### src/rtl/queue_pkg.sv
// queue_pkg: shared constants and types for the byte FIFO.
//   WIDTH  - data word width in bits
//   DEPTH  - number of storage entries (power of two)
//   LEN_W  - width of the occupancy count, wide enough to hold DEPTH
//   word_t - one stored data word
package queue_pkg;

  localparam int WIDTH = 8;
  localparam int DEPTH = 8;
  localparam int LEN_W = $clog2(DEPTH + 1);

  typedef logic [WIDTH-1:0] word_t;

endpackage : queue_pkg

### src/rtl/queue_mem.sv
// queue_mem: storage array for the FIFO. It has one synchronous write port and
// one asynchronous read port. The array has no reset because its contents are
// only meaningful once a write has occurred.
//   clk      - write clock
//   wr_en    - write strobe
//   wr_addr  - write index
//   wr_data  - word to store
//   rd_addr  - read index
//   rd_data  - word currently held at rd_addr
module queue_mem #(
  parameter int WIDTH = queue_pkg::WIDTH,
  parameter int DEPTH = queue_pkg::DEPTH,
  parameter int PTR_W = $clog2(DEPTH)
) (
  input  logic             clk,
  input  logic             wr_en,
  input  logic [PTR_W-1:0] wr_addr,
  input  logic [WIDTH-1:0] wr_data,
  input  logic [PTR_W-1:0] rd_addr,
  output logic [WIDTH-1:0] rd_data
);

  logic [WIDTH-1:0] mem_q [DEPTH];

  // Storage write port.
  always_ff @(posedge clk) begin
    if (wr_en) begin
      mem_q[wr_addr] <= wr_data;
    end
  end

  assign rd_data = mem_q[rd_addr];

endmodule : queue_mem

### src/rtl/queue.sv
// queue: synchronous FIFO, DEPTH entries of WIDTH bits.
//   clk_10khz  - system clock; all state changes on its rising edge
//   reset      - asynchronous active-low reset
//   data_in    - word written when enqueue_in is sampled high
//   enqueue_in - push request, one push per cycle while high
//   dequeue_in - pop request, one pop per cycle while high
//   ack_in     - registered pulse: an operation was accepted at the last edge
//   len_out    - number of valid entries (0..DEPTH), taken straight from a register
//   data_out   - registered word most recently popped
module queue #(
  parameter int WIDTH = queue_pkg::WIDTH,
  parameter int DEPTH = queue_pkg::DEPTH,
  parameter int LEN_W = $clog2(DEPTH + 1)
) (
  input  logic             clk_10khz,
  input  logic             reset,
  input  logic [WIDTH-1:0] data_in,
  input  logic             enqueue_in,
  input  logic             dequeue_in,
  output logic             ack_in,
  output logic [LEN_W-1:0] len_out,
  output logic [WIDTH-1:0] data_out
);

  localparam int PTR_W = $clog2(DEPTH);

  logic [PTR_W-1:0] rd_ptr_q, rd_ptr_d;
  logic [PTR_W-1:0] wr_ptr_q, wr_ptr_d;
  logic [LEN_W-1:0] count_q, count_d;
  logic [WIDTH-1:0] data_out_q, data_out_d;
  logic             ack_q, ack_d;
  logic             push_ok_s;
  logic             pop_ok_s;
  logic [WIDTH-1:0] rd_data_s;

  queue_mem #(
    .WIDTH (WIDTH),
    .DEPTH (DEPTH),
    .PTR_W (PTR_W)
  ) u_mem (
    .clk     (clk_10khz),
    .wr_en   (push_ok_s),
    .wr_addr (wr_ptr_q),
    .wr_data (data_in),
    .rd_addr (rd_ptr_q),
    .rd_data (rd_data_s)
  );

  // Acceptance decisions. When the queue is full, a push is still accepted if
  // a pop is accepted in the same cycle. The head is read out before the edge
  // and the freed slot is then the one at wr_ptr, so no word is overwritten.
  always_comb begin
    pop_ok_s  = 1'b0;
    push_ok_s = 1'b0;
    if (dequeue_in && (count_q != {LEN_W{1'b0}})) begin
      pop_ok_s = 1'b1;
    end else begin
      pop_ok_s = 1'b0;
    end
    if (enqueue_in && ((count_q != LEN_W'(DEPTH)) || pop_ok_s)) begin
      push_ok_s = 1'b1;
    end else begin
      push_ok_s = 1'b0;
    end
  end

  // Next-state computation for the pointers, the count and the outputs.
  // Pointer increments wrap naturally because DEPTH is a power of two.
  always_comb begin
    rd_ptr_d   = rd_ptr_q;
    wr_ptr_d   = wr_ptr_q;
    count_d    = count_q;
    data_out_d = data_out_q;
    ack_d      = push_ok_s | pop_ok_s;

    if (pop_ok_s) begin
      rd_ptr_d   = rd_ptr_q + PTR_W'(1);
      data_out_d = rd_data_s;
    end else begin
      rd_ptr_d   = rd_ptr_q;
      data_out_d = data_out_q;
    end

    if (push_ok_s) begin
      wr_ptr_d = wr_ptr_q + PTR_W'(1);
    end else begin
      wr_ptr_d = wr_ptr_q;
    end

    case ({push_ok_s, pop_ok_s})
      2'b10:   count_d = count_q + LEN_W'(1);
      2'b01:   count_d = count_q - LEN_W'(1);
      default: count_d = count_q;
    endcase
  end

  // State registers. Reset is asynchronous and active low.
  always_ff @(posedge clk_10khz or negedge reset) begin
    if (!reset) begin
      rd_ptr_q   <= {PTR_W{1'b0}};
      wr_ptr_q   <= {PTR_W{1'b0}};
      count_q    <= {LEN_W{1'b0}};
      data_out_q <= {WIDTH{1'b0}};
      ack_q      <= 1'b0;
    end else begin
      rd_ptr_q   <= rd_ptr_d;
      wr_ptr_q   <= wr_ptr_d;
      count_q    <= count_d;
      data_out_q <= data_out_d;
      ack_q      <= ack_d;
    end
  end

  assign ack_in   = ack_q;
  assign len_out  = count_q;
  assign data_out = data_out_q;

endmodule : queue

### config.mk
export PLATFORM = sky130hd
export DESIGN_NAME = queue
export DESIGN_NICKNAME = d
export VERILOG_FILES = /design/src/rtl/queue_pkg.sv /design/src/rtl/queue_mem.sv /design/src/rtl/queue.sv
export SDC_FILE = /design/constraint.sdc
export NUM_CORES = 1
export LEC_CHECK = 0
export BUFFER_PORTS_ARGS = -buffer_cell sky130_fd_sc_hd__buf_2
export CORE_MARGIN = 2
export CORE_UTILIZATION = 56
export DETAILED_ROUTE_END_ITERATION = 6
export PLACE_DENSITY = 0.87
export REMOVE_ABC_BUFFERS = 1
export SETUP_SLACK_MARGIN = 0.2
export SYNTH_ARGS = -nofsm -noshare
export SYNTH_HDL_FRONTEND = slang
export SYNTH_SLANG_ARGS = --single-unit
### constraint.sdc
create_clock -name clk_10khz -period 2.6 [get_ports clk_10khz]
set_clock_uncertainty 0.05 [all_clocks]
set_input_delay 0.39 -clock clk_10khz [delete_from_list [all_inputs] [get_ports clk_10khz]]
set_output_delay 0.39 -clock clk_10khz [all_outputs]
set_load 0.005 [all_outputs]
==> impl_metrics.yaml, run 1 <==
run_status:
  status: "finished clean"
global_route:
  grt_first_pass_wirelength_mm: 9.32
  grt_overflow: 0
  antenna_found_initial: 0
  grt_pass1_vias: 1811
  track_usage_pct: 20.0
  grt_max_degree: 35
clock_network:
  cts-root-buf: "clkbuf_8"
  clk_pin_slew_worst_paths_ns: 0.09
  cts_buffers: 9
  clock_path_buffers: 2
  cts_tree: "done"
  htree_levels: 3
  post-cts-setup-buffers: 0
  clkLatencyLatePin_ns: 0.35
  clock_sinks: 83
run:
  drv_cap: 0
timing:
  fin_crit_sh_pct: 86.7
  rsz0062_at_grt: "false"
  setup_viol: 0
  maxSlewViolCount: 0
  fin_crit_ns: 2.26
  holdWs_ns: 0.257
  hold_viol_final: 0
  worstMarginPinSlew_ns: 0.814
  fmax_mhz: 443
  max_slew_margin_pct: 45.5
yosys:
  yosys-top-cells-count: "edfxtp_1 (64), dfrtp_1 (19), mux2_2 (18)"
  ys_warn_count: 0
  ys_seq_area_share_pct: 70.4
  yosysUniqueCellTypes: 33
  synthSimpleGateAreaFrac_pct: 4.93
  yosysMostFrequentCell: "edfxtp_1"
  synth_edf_count: 64
  synthAdderAreaFrac_pct: 2.43
  synth_xor_area_share_pct: 1.54
  synth-seq-cells: 83
  ys_top_cells_by_area: "edfxtp_1 (56%), dfrtp_1 (14%), mux2_2 (6.0%)"
  async_reset_ff_share_pct: 22.9
  synth_compound_area_share_pct: 7.06
  synth.largest_area_cell: "edfxtp_1"
  netlist_area_sq_um: 3400
  yosysTopAreaCellShare_pct: 56.5
  netlist_instances: 209
  synth_mux_area_share_pct: 11.1
  avgSynthCellArea_sq_um: 16.3
  synth_top_flop_cell: "edfxtp_1"
  synth_top_family_by_area: "multiplexers"
route:
  routed_via_density: 5.62
  route.detailed.drc: 0
  drt_iter0_markers: 168
  dr.pass1.iters: 5
  vias: 1820
  wl_mm: 6.16
  antenna_left: 0
  wl_per_cell_um: 19.0
finish:
  syn_to_final_growth_pct: 13.5
  multi_input_area_sq_um: 921
  ff_latch_area_sq_um: 2400
  drive_gt1_share_pct: 28.9
  postLayoutCoreUtil_pct: 65.6
  fillers: 404
  nets: 262
  n_antenna_cell: 0
setup_path:
  max_stage_delay_ns: 0.48
  cp_data_required_time_ns: 2.80
  reg2reg_to: "len_out[3]$_DFFE_PN0P_"
  startpoint_type: "flip-flop"
  crit_family: "compound AO/OA/AOI/OAI gates"
  rrSetupSlack_ns: 0.34
  reg2reg_depth: 8
  end_kind: "flip-flop"
  crit_type: "flip-flop to flip-flop"
  cp_slowest_cell: "dfrtp_2"
  reg2reg_from: "len_out[0]$_DFFE_PN0P_"
  cp_cell_sequence: "o41ai_4 -> or2_2 -> inv_1 -> ha_1 -> a21oi_1 -> a211o_1 -> nand3_1 -> xnor2_1"
  path_max_fanout: 6
  path_buf_inv: 1
  arrival_ns: 2.46
floorplanning:
  row_count: 28
  dieArea_sq_um: 6720
  start_util_pct: 57.8
  die_w_um: 82.0
  fp.dieH_um: 82.0
  io_pins: 25
  core_area_sq_um: 5890
placed_design:
  io_buffers: 24
  dpl.hpwl_mm: 3.99
  gp_congestion: 0.826
power:
  leakage_nw: 1.47
  ir_drop_uv: 667
  power_density_nw_per_um2: 1090
  power_w: 0.00421
hold_path:
  hp-start: "data_in[0]"
  whs_endpoint: "u_mem.mem_q[7][0]$_DFFE_PP_"
  hold_depth: 1
  hold_path_class: "input pin to flip-flop"
## layer usage
layer / up-vias / GRT usage, % / part of all wire [%]
met4: 0 / 7.00 / 1.5
met5: - / 0 / 0
met3: 7 / 4.62 / 3.8
met1: 909 / 26.2 / 42
li1: 865 / - / -
met2: 39 / 33.1 / 53
## sequential cells by signal (all words and copies together), names as in the netlist
| signal | count |
|---|---|
| wr_ptr_q | 3 |
| u_mem.mem_q | 64 |
| ack_in | 1 |
| rd_ptr_q | 3 |
| len_out | 4 |
| data_out | 8 |
## kinds of logic (layout without fill, tap and decap cells)
| kind of cell | count (synthesis) | count (layout) |
|---|---|---|
| AND/OR/NAND/NOR | 34 | 34 |
| AO/OA/AOI/OAI | 30 | 30 |
| flip-flops | 83 | 83 |
| multiplexers | 35 | 35 |
| buffers and inverters | 15 | 55 |
| adder cells (fa/ha/maj) | 6 | 6 |
| XOR/XNOR | 6 | 6 |
## worst reg2reg max path: stages, from the launching register on
cell	delay, ns
dfrtp_2	0.48
o41ai_4	0.39
or2_2	0.18
inv_1	0.06
ha_1	0.34
a21oi_1	0.10
a211o_1	0.30
nand3_1	0.11
xnor2_1	0.15
## power by group
| part | internal (W) | total [W] | switching, W |
|---|---|---|---|
| Combinational | 0.000622 | 0.00130 | 0.000673 |
| Clock | 0.000572 | 0.00102 | 0.000449 |
| Sequential | 0.00171 | 0.00189 | 0.000181 |
| Total | 0.00291 | 0.00421 | 0.00130 |
## cells in the final DEF (no fill, tap or decap), types with 2 or more instances in the layout
cell type / netlist / routed
a221o_1: 8 / 8
bufinv_16: 0 / 2
xor2_1: 3 / 3
xnor2_1: 3 / 3
inv_1: 7 / 7
a21oi_1: 2 / 2
buf_2: 1 / 24
edfxtp_1: 64 / 64
mux2_2: 18 / 18
nor3_1: 2 / 2
nand3_1: 2 / 2
clkbuf_8: 0 / 10
nand2b_1: 3 / 3
mux2i_1: 16 / 16
dfrtp_1: 19 / 18
buf_4: 2 / 6
or2_2: 2 / 2
nor2_1: 10 / 10
o21ai_1: 8 / 8
nand2_1: 12 / 12
o22ai_1: 8 / 8
ha_1: 5 / 5
## metrics by stage
step | instances | worst slack, ns | area, sq um | setup TNS (ns)
after CTS | 324 | 0.322 | 3860 | 0
after global placement | 307 | 0.427 | 3620 | 0
after global routing | 324 | 0.251 | 3860 | 0
final | 324 | 0.345 | 3860 | 0
after detailed placement | 307 | 0.362 | 3620 | 0
after floorplan | 201 | -0.0220 | 3340 | -0.0220
## layout make-up
type / count / area share, %
inverters: 7 / 0.680
clock inverters: 5 / 2.20
repair buffers: 32 / 5.06
multi-input cells: 111 / 23.8
flip-flops and latches: 83 / 62.1
clock buffers: 11 / 3.66
well taps: 75 / 2.43
## repair_timing
| item | CTS | global route |
|---|---|---|
| hold buffers | 1 | 0 |
| gates resized for setup | 0 | 1 |
| setup endpoints to repair | 0 | 1 |
| hold endpoints to repair | 19 | 0 |
## how the worst max path moves through the flow
| stage | start | endpoint | slack [ns] | cells after the start |
|---|---|---|---|---|
| 5_1_grt | len_out[0]$_DFFE_PN0P_ | len_out[3]$_DFFE_PN0P_ | 0.25 | 8 |
| 3_5_place_dp | len_out[0]$_DFFE_PN0P_ | len_out[3]$_DFFE_PN0P_ | 0.36 | 8 |
| 4_1_cts | len_out[0]$_DFFE_PN0P_ | len_out[3]$_DFFE_PN0P_ | 0.32 | 8 |
| 3_3_place_gp | len_out[0]$_DFFE_PN0P_ | len_out[3]$_DFFE_PN0P_ | 0.43 | 8 |
| 6_report | len_out[0]$_DFFE_PN0P_ | len_out[3]$_DFFE_PN0P_ | 0.34 | 8 |
| 2_1_floorplan | len_out[0]$_DFFE_PN0P_ | len_out[3]$_DFFE_PN0P_ | -0.02 | 8 |
Note: power is estimated with default switching activity, not from simulation.
==> inputs of run 2 (changes only) <==
--- a/config.mk
+++ b/config.mk
@@ -8,2 +8,3 @@
 export BUFFER_PORTS_ARGS = -buffer_cell sky130_fd_sc_hd__buf_2
+export CAP_MARGIN = 20
 export CORE_MARGIN = 2
==> constraint.sdc (replaced) <==
create_clock -name clk_10khz -period 2.6 [get_ports clk_10khz]
set_clock_uncertainty 0.05 [all_clocks]
set_input_delay 0.52 -clock clk_10khz [delete_from_list [all_inputs] [get_ports clk_10khz]]
set_output_delay 0.52 -clock clk_10khz [all_outputs]
set_load 0.005 [all_outputs]
==> run 2 against run 1 <==
  * Hold slack got worse by 0.20 ns
  * Wire length shrank 3.8%
  * Critical endpoint is now u_mem.mem_q[3][3]$_DFFE_PP_
  * First-iteration DRC count down 3.0%
  * Critical path type unchanged
  * Fmax rose by 2.9%
  * Cell count did not move
  * Highest routed layer unchanged
==> impl_metrics.yaml, run 2 (synthesis results as in run 1) <==
global_route:
  grt_first_pass_wirelength_mm: 9.43
  grt_pass1_vias: 1784
  antenna_found_initial: 0
  grt_max_degree: 35
  grt_overflow: 0
  track_usage_pct: 20.1
floorplanning:
  fp.dieH_um: 82.0
  die_w_um: 82.0
  core_area_sq_um: 5890
  dieArea_sq_um: 6720
  start_util_pct: 57.8
  io_pins: 25
  row_count: 28
route:
  dr_wl_met2_mm: 3.06
  dr.pass1.iters: 4
  antenna_left: 0
  wl_met1_mm: 2.47
  dr.max_layer_used: "met4"
  wl_per_cell_um: 18.3
  wl_mm: 5.92
  route.met3.wl_um: 344
  routed_via_density: 5.56
  route.detailed.drc: 0
  drt_iter0_markers: 163
  vias: 1800
clock_network:
  post-cts-setup-buffers: 0
  clock_sinks: 83
  cts_tree: "done"
  cts_buffers: 9
  clock_path_buffers: 2
  ctsResizeCount: 0
  hold_buffers: 0
  htree_levels: 3
  clk_pin_slew_worst_paths_ns: 0.09
  clkLatencyLatePin_ns: 0.34
  cts-root-buf: "clkbuf_8"
setup_path:
  max_stage_delay_ns: 0.69
  crit_type: "flip-flop to flip-flop"
  arrival_ns: 2.11
  path_max_fanout: 8
  end_kind: "flip-flop"
  startpoint_type: "flip-flop"
  cp_cell_sequence: "or4b_4 -> o21ai_4 -> or2_2 -> nor2_1"
  cp_slowest_cell: "nor2_1"
  cp_data_required_time_ns: 2.52
run:
  drv_cap: 0
finish:
  multi_input_area_sq_um: 921
  final_common_cell: "edfxtp_1"
  fillers: 427
  ff_latch_area_sq_um: 2400
  n_antenna_cell: 0
  nets: 262
  syn_to_final_growth_pct: 12.6
  drive_gt1_share_pct: 28.9
  final_cell_mix: "edfxtp_1 (64), buf_2 (24), dfrtp_1 (19)"
  largest_register_ffs: 64
  largest-register: "u_mem.mem_q"
timing:
  tns_ns: 0
  holdWs_ns: 0.0538
  fmax_mhz: 456
  fin_crit_ns: 2.19
  worstMarginPinSlew_ns: 0.871
  max_slew_margin_pct: 41.7
  rsz0062_at_grt: "false"
  setup_viol: 0
  maxSlewViolCount: 0
  fin_crit_sh_pct: 84.3
  hold_viol_final: 0
placed_design:
  gp_congestion: 0.790
  dpl.hpwl_mm: 3.81
  io_buffers: 24
hold_path:
  hold_path_class: "input pin to asynchronous set/reset pin"
power:
  ir_drop_uv: 725
  power_density_nw_per_um2: 1070
  leakage_nw: 1.46
  power_w: 0.00409
run_status:
  status: "finished clean"
-- run 2: power by group --
group | total (W) | switching, W | internal, W
Sequential | 0.00189 | 0.000182 | 0.00171
Combinational | 0.00130 | 0.000677 | 0.000624
Clock | 0.000902 | 0.000454 | 0.000448
Total | 0.00409 | 0.00131 | 0.00278
-- run 2: layout make-up --
type                    instances  area share, %
clock buffers                   9           3.23
clock inverters                 7           1.99
well taps                      75           2.45
repair buffers                 32           5.03
flip-flops and latches         83           62.6
multi-input cells             111           24.0
inverters                       7          0.686
-- run 2: layer usage --
layer,global-route usage [%],vias up
li1,-,869
met1,26.5,871
met2,31.9,55
met3,7.14,5
met4,5.50,0
met5,0,-
-- run 2: worst paths after layout --
kind / startpoint / endpoint / slack (ns) / cells after the start
setup / recovery: len_out[1]$_DFFE_PN0P_ / u_mem.mem_q[3][3]$_DFFE_PP_ / 0.41 / 4
hold / removal: reset / data_out[5]$_DFFE_PN0P_ / 0.05 / 1
setup reg to reg: len_out[1]$_DFFE_PN0P_ / u_mem.mem_q[3][3]$_DFFE_PP_ / 0.41 / 4
hold reg to reg: data_out[4]$_DFFE_PN0P_ / data_out[4]$_DFFE_PN0P_ / 0.44 / 2
max in group asynchronous: reset / data_out[1]$_DFFE_PN0P_ / 2.12 / 1
min in group clk_10khz: data_in[0] / u_mem.mem_q[7][0]$_DFFE_PP_ / 0.38 / 1
-- run 2: stage by stage --
stage               utilization (%)  cell area, sq um  cells  setup slack, ns
floorplan                         -              3340    201          -0.0220
global placement               61.7              3630    308            0.384
detailed placement             61.7              3630    308            0.310
CTS                            65.1              3830    324            0.378
global route                   65.1              3830    324            0.257
finish                         65.1              3830    324            0.409
-- run 2: critical path, delay by kind of cell (launching register included) --
family | cells | cell delay (ns)
AO/OA/AOI/OAI | 1 | 0.07
AND/OR/NAND/NOR | 3 | 1.22
flip-flops | 1 | 0.48
==> inputs of run 3 (changes only) <==
Settings changed: CORE_UTILIZATION 56 to 53, PLACE_DENSITY 0.87 to 0.86.
Clock period 2.6 ns to 1.75 ns, I/O delays scaled along.
==> run 3 against run 2 <==
  * The flow now finishes with violations (negative setup slack)
  * Clock-buffer cell count is 1 higher
  * Clock power increased by 86%
  * Sequential cell count did not move
  * Global-route usage rose by 4.0 points
  * Combinational power increased to 2.8 times the previous value
  * Fmax is 1.3% higher
  * Wire length is 57% higher
  * Total power is 100% higher
  * Cell count increased by 14%
  * Utilization grew 10 points
  * Die area is 5.4% higher
  * Register-to-register slack lost 0.82 ns
  * Largest power group is now combinational logic
  * Highest routed layer unchanged
==> impl_metrics.yaml, run 3 (synthesis results as in run 1) <==
floorplanning:
  start_util_pct: 54.2
  row_count: 29
  die_w_um: 84.1
  io_pins: 25
  fp.dieH_um: 84.1
  dieArea_sq_um: 7080
  core_area_sq_um: 6280
finish:
  fillers: 339
  largest_register_ffs: 64
  final_common_cell: "edfxtp_1"
  syn_to_final_growth_pct: 38.8
  ff_latch_area_sq_um: 2400
  n_antenna_cell: 0
  multi_input_area_sq_um: 1190
  largest-register: "u_mem.mem_q"
  final_cell_count_no_fill: 369
  final_cell_mix: "edfxtp_1 (64), buf_2 (23), buf_6 (23)"
  nets: 305
  drive_gt1_share_pct: 52.7
global_route:
  grt_max_degree: 20
  track_usage_pct: 24.2
  antenna_found_initial: 0
  grt_pass1_vias: 2207
  grt_overflow: 0
  grt_first_pass_wirelength_mm: 12.5
run:
  drv_cap: 0
timing:
  max_slew_margin_pct: 67.6
  setup_viol: 72
  fin_crit_ns: 2.16
  holdWs_ns: 0.239
  fmax_mhz: 462
  hold_viol_final: 0
  rsz0062_at_grt: "true"
  fin_crit_sh_pct: 124
  worstMarginPinSlew_ns: 0.485
  setup_ws_ns: -0.413
  maxSlewViolCount: 0
setup_path:
  cp_data_required_time_ns: 1.82
  end_kind: "flip-flop"
  arrival_ns: 2.23
  path_max_fanout: 8
  crit_type: "flip-flop to flip-flop"
  startpoint_type: "flip-flop"
placed_design:
  gp_congestion: 0.761
  placedCellCount: 326
  dpl.hpwl_mm: 4.17
  io_buffers: 24
route:
  drt_iter0_markers: 242
  wl_met1_mm: 3.81
  dr.pass1.iters: 5
  route.met3.wl_um: 587
  routed_via_density: 6.10
  antenna_left: 0
  wl_per_cell_um: 25.2
  wl_mm: 9.29
  vias: 2250
  dr_wl_met2_mm: 4.53
  dr.max_layer_used: "met4"
  route.detailed.drc: 0
clock_network:
  cts_buffers: 9
  htree_levels: 3
  clock_sinks: 83
  cts_tree: "done"
  clock_path_buffers: 2
  clkLatencyLatePin_ns: 0.35
  cts-root-buf: "clkbuf_8"
  clk_pin_slew_worst_paths_ns: 0.08
power:
  ir_drop_uv: 1090
  leakage_nw: 1.84
  power_density_nw_per_um2: 1740
run_status:
  status: "complete, but fails checks"
  violations: "negative setup slack"
hold_path:
  hold_path_class: "input pin to flip-flop"
-- run 3: changes by cell type in the layout (fill, tap and decap cells not counted), sizes merged --
cell,change
buf,+36
inv,-1
clkinv,-2
bufinv,+2
clkbuf,+7
dlygate4sd3,+1
-- run 3: where the power goes --
group | total, W | internal [W] | switching (W)
clock network | 0.00168 | 0.000954 | 0.000722
logic | 0.00365 | 0.00194 | 0.00170
registers | 0.00290 | 0.00254 | 0.000355
total | 0.00822 | 0.00544 | 0.00278
-- run 3: critical path: stages, from the launching register on --
cell and delay [ns]:
dfrtp_1 0.42, buf_6 0.13, or4b_4 0.50, o21ai_4 0.19, buf_6 0.14, nand2b_4 0.19
buf_6 0.12, nor2_2 0.03, buf_6 0.14
-- run 3: timing repair --
item	CTS	global route
endpoints found under the hold margin	19	0
hold buffers	1	0
cloned	3	3
buffers inserted	10	10
gates resized for setup	53	43
pin swaps	15	16
endpoints found under the setup margin	80	85
-- run 3: path summary, 6_finish.rpt --
| check | cells past startpoint | from | end | slack, ns |
|---|---|---|---|---|
| min reg2reg | 2 | data_out[0]$_DFFE_PN0P_ | data_out[0]$_DFFE_PN0P_ | 0.43 |
| max in group asynchronous | 2 | reset | rd_ptr_q[0]$_DFFE_PN0P_ | 0.87 |
| max reg2reg | 8 | len_out[2]$_DFFE_PN0P_ | u_mem.mem_q[2][7]$_DFFE_PP_ | -0.41 |
| min in group asynchronous | 2 | reset | data_out[2]$_DFFE_PN0P_ | 0.42 |
| min | 1 | data_in[7] | u_mem.mem_q[5][7]$_DFFE_PP_ | 0.24 |
| max | 8 | len_out[2]$_DFFE_PN0P_ | u_mem.mem_q[2][7]$_DFFE_PP_ | -0.41 |
-- run 3: final cells by class --
type                            instances  area share [%]
Inverter                                7           0.609
Timing Repair Buffer                   75            16.2
Sequential cell                        83            50.8
Multi-Input combinational cell        111            25.2
Clock inverter                          6            2.44
Clock buffer                           10            2.70
Tap cell                               77            2.04
-- run 3: metal layers --
metal  global-route usage (%)  up-vias
met5                        0        -
met4                     12.0        0
met3                     8.75       36
met2                     37.3      128
met1                     30.4     1136
li1                         -      950
-- run 3: per-stage QoR --
stage | power [W] | cell area, sq um | util [%] | worst slack, ns | setup TNS [ns]
after floorplan | 0.00413 | 3340 | - | -0.872 | -12.30
after detailed placement | 0.00503 | 3780 | 60.2 | -0.322 | -12.68
after global routing | 0.00850 | 4720 | 75.2 | -0.437 | -19.96
after global placement | 0.00491 | 3780 | 60.2 | -0.223 | -9.25
after CTS | 0.00737 | 4400 | 70.1 | -0.373 | -10.07
final | 0.00822 | 4720 | 75.2 | -0.413 | -17.94
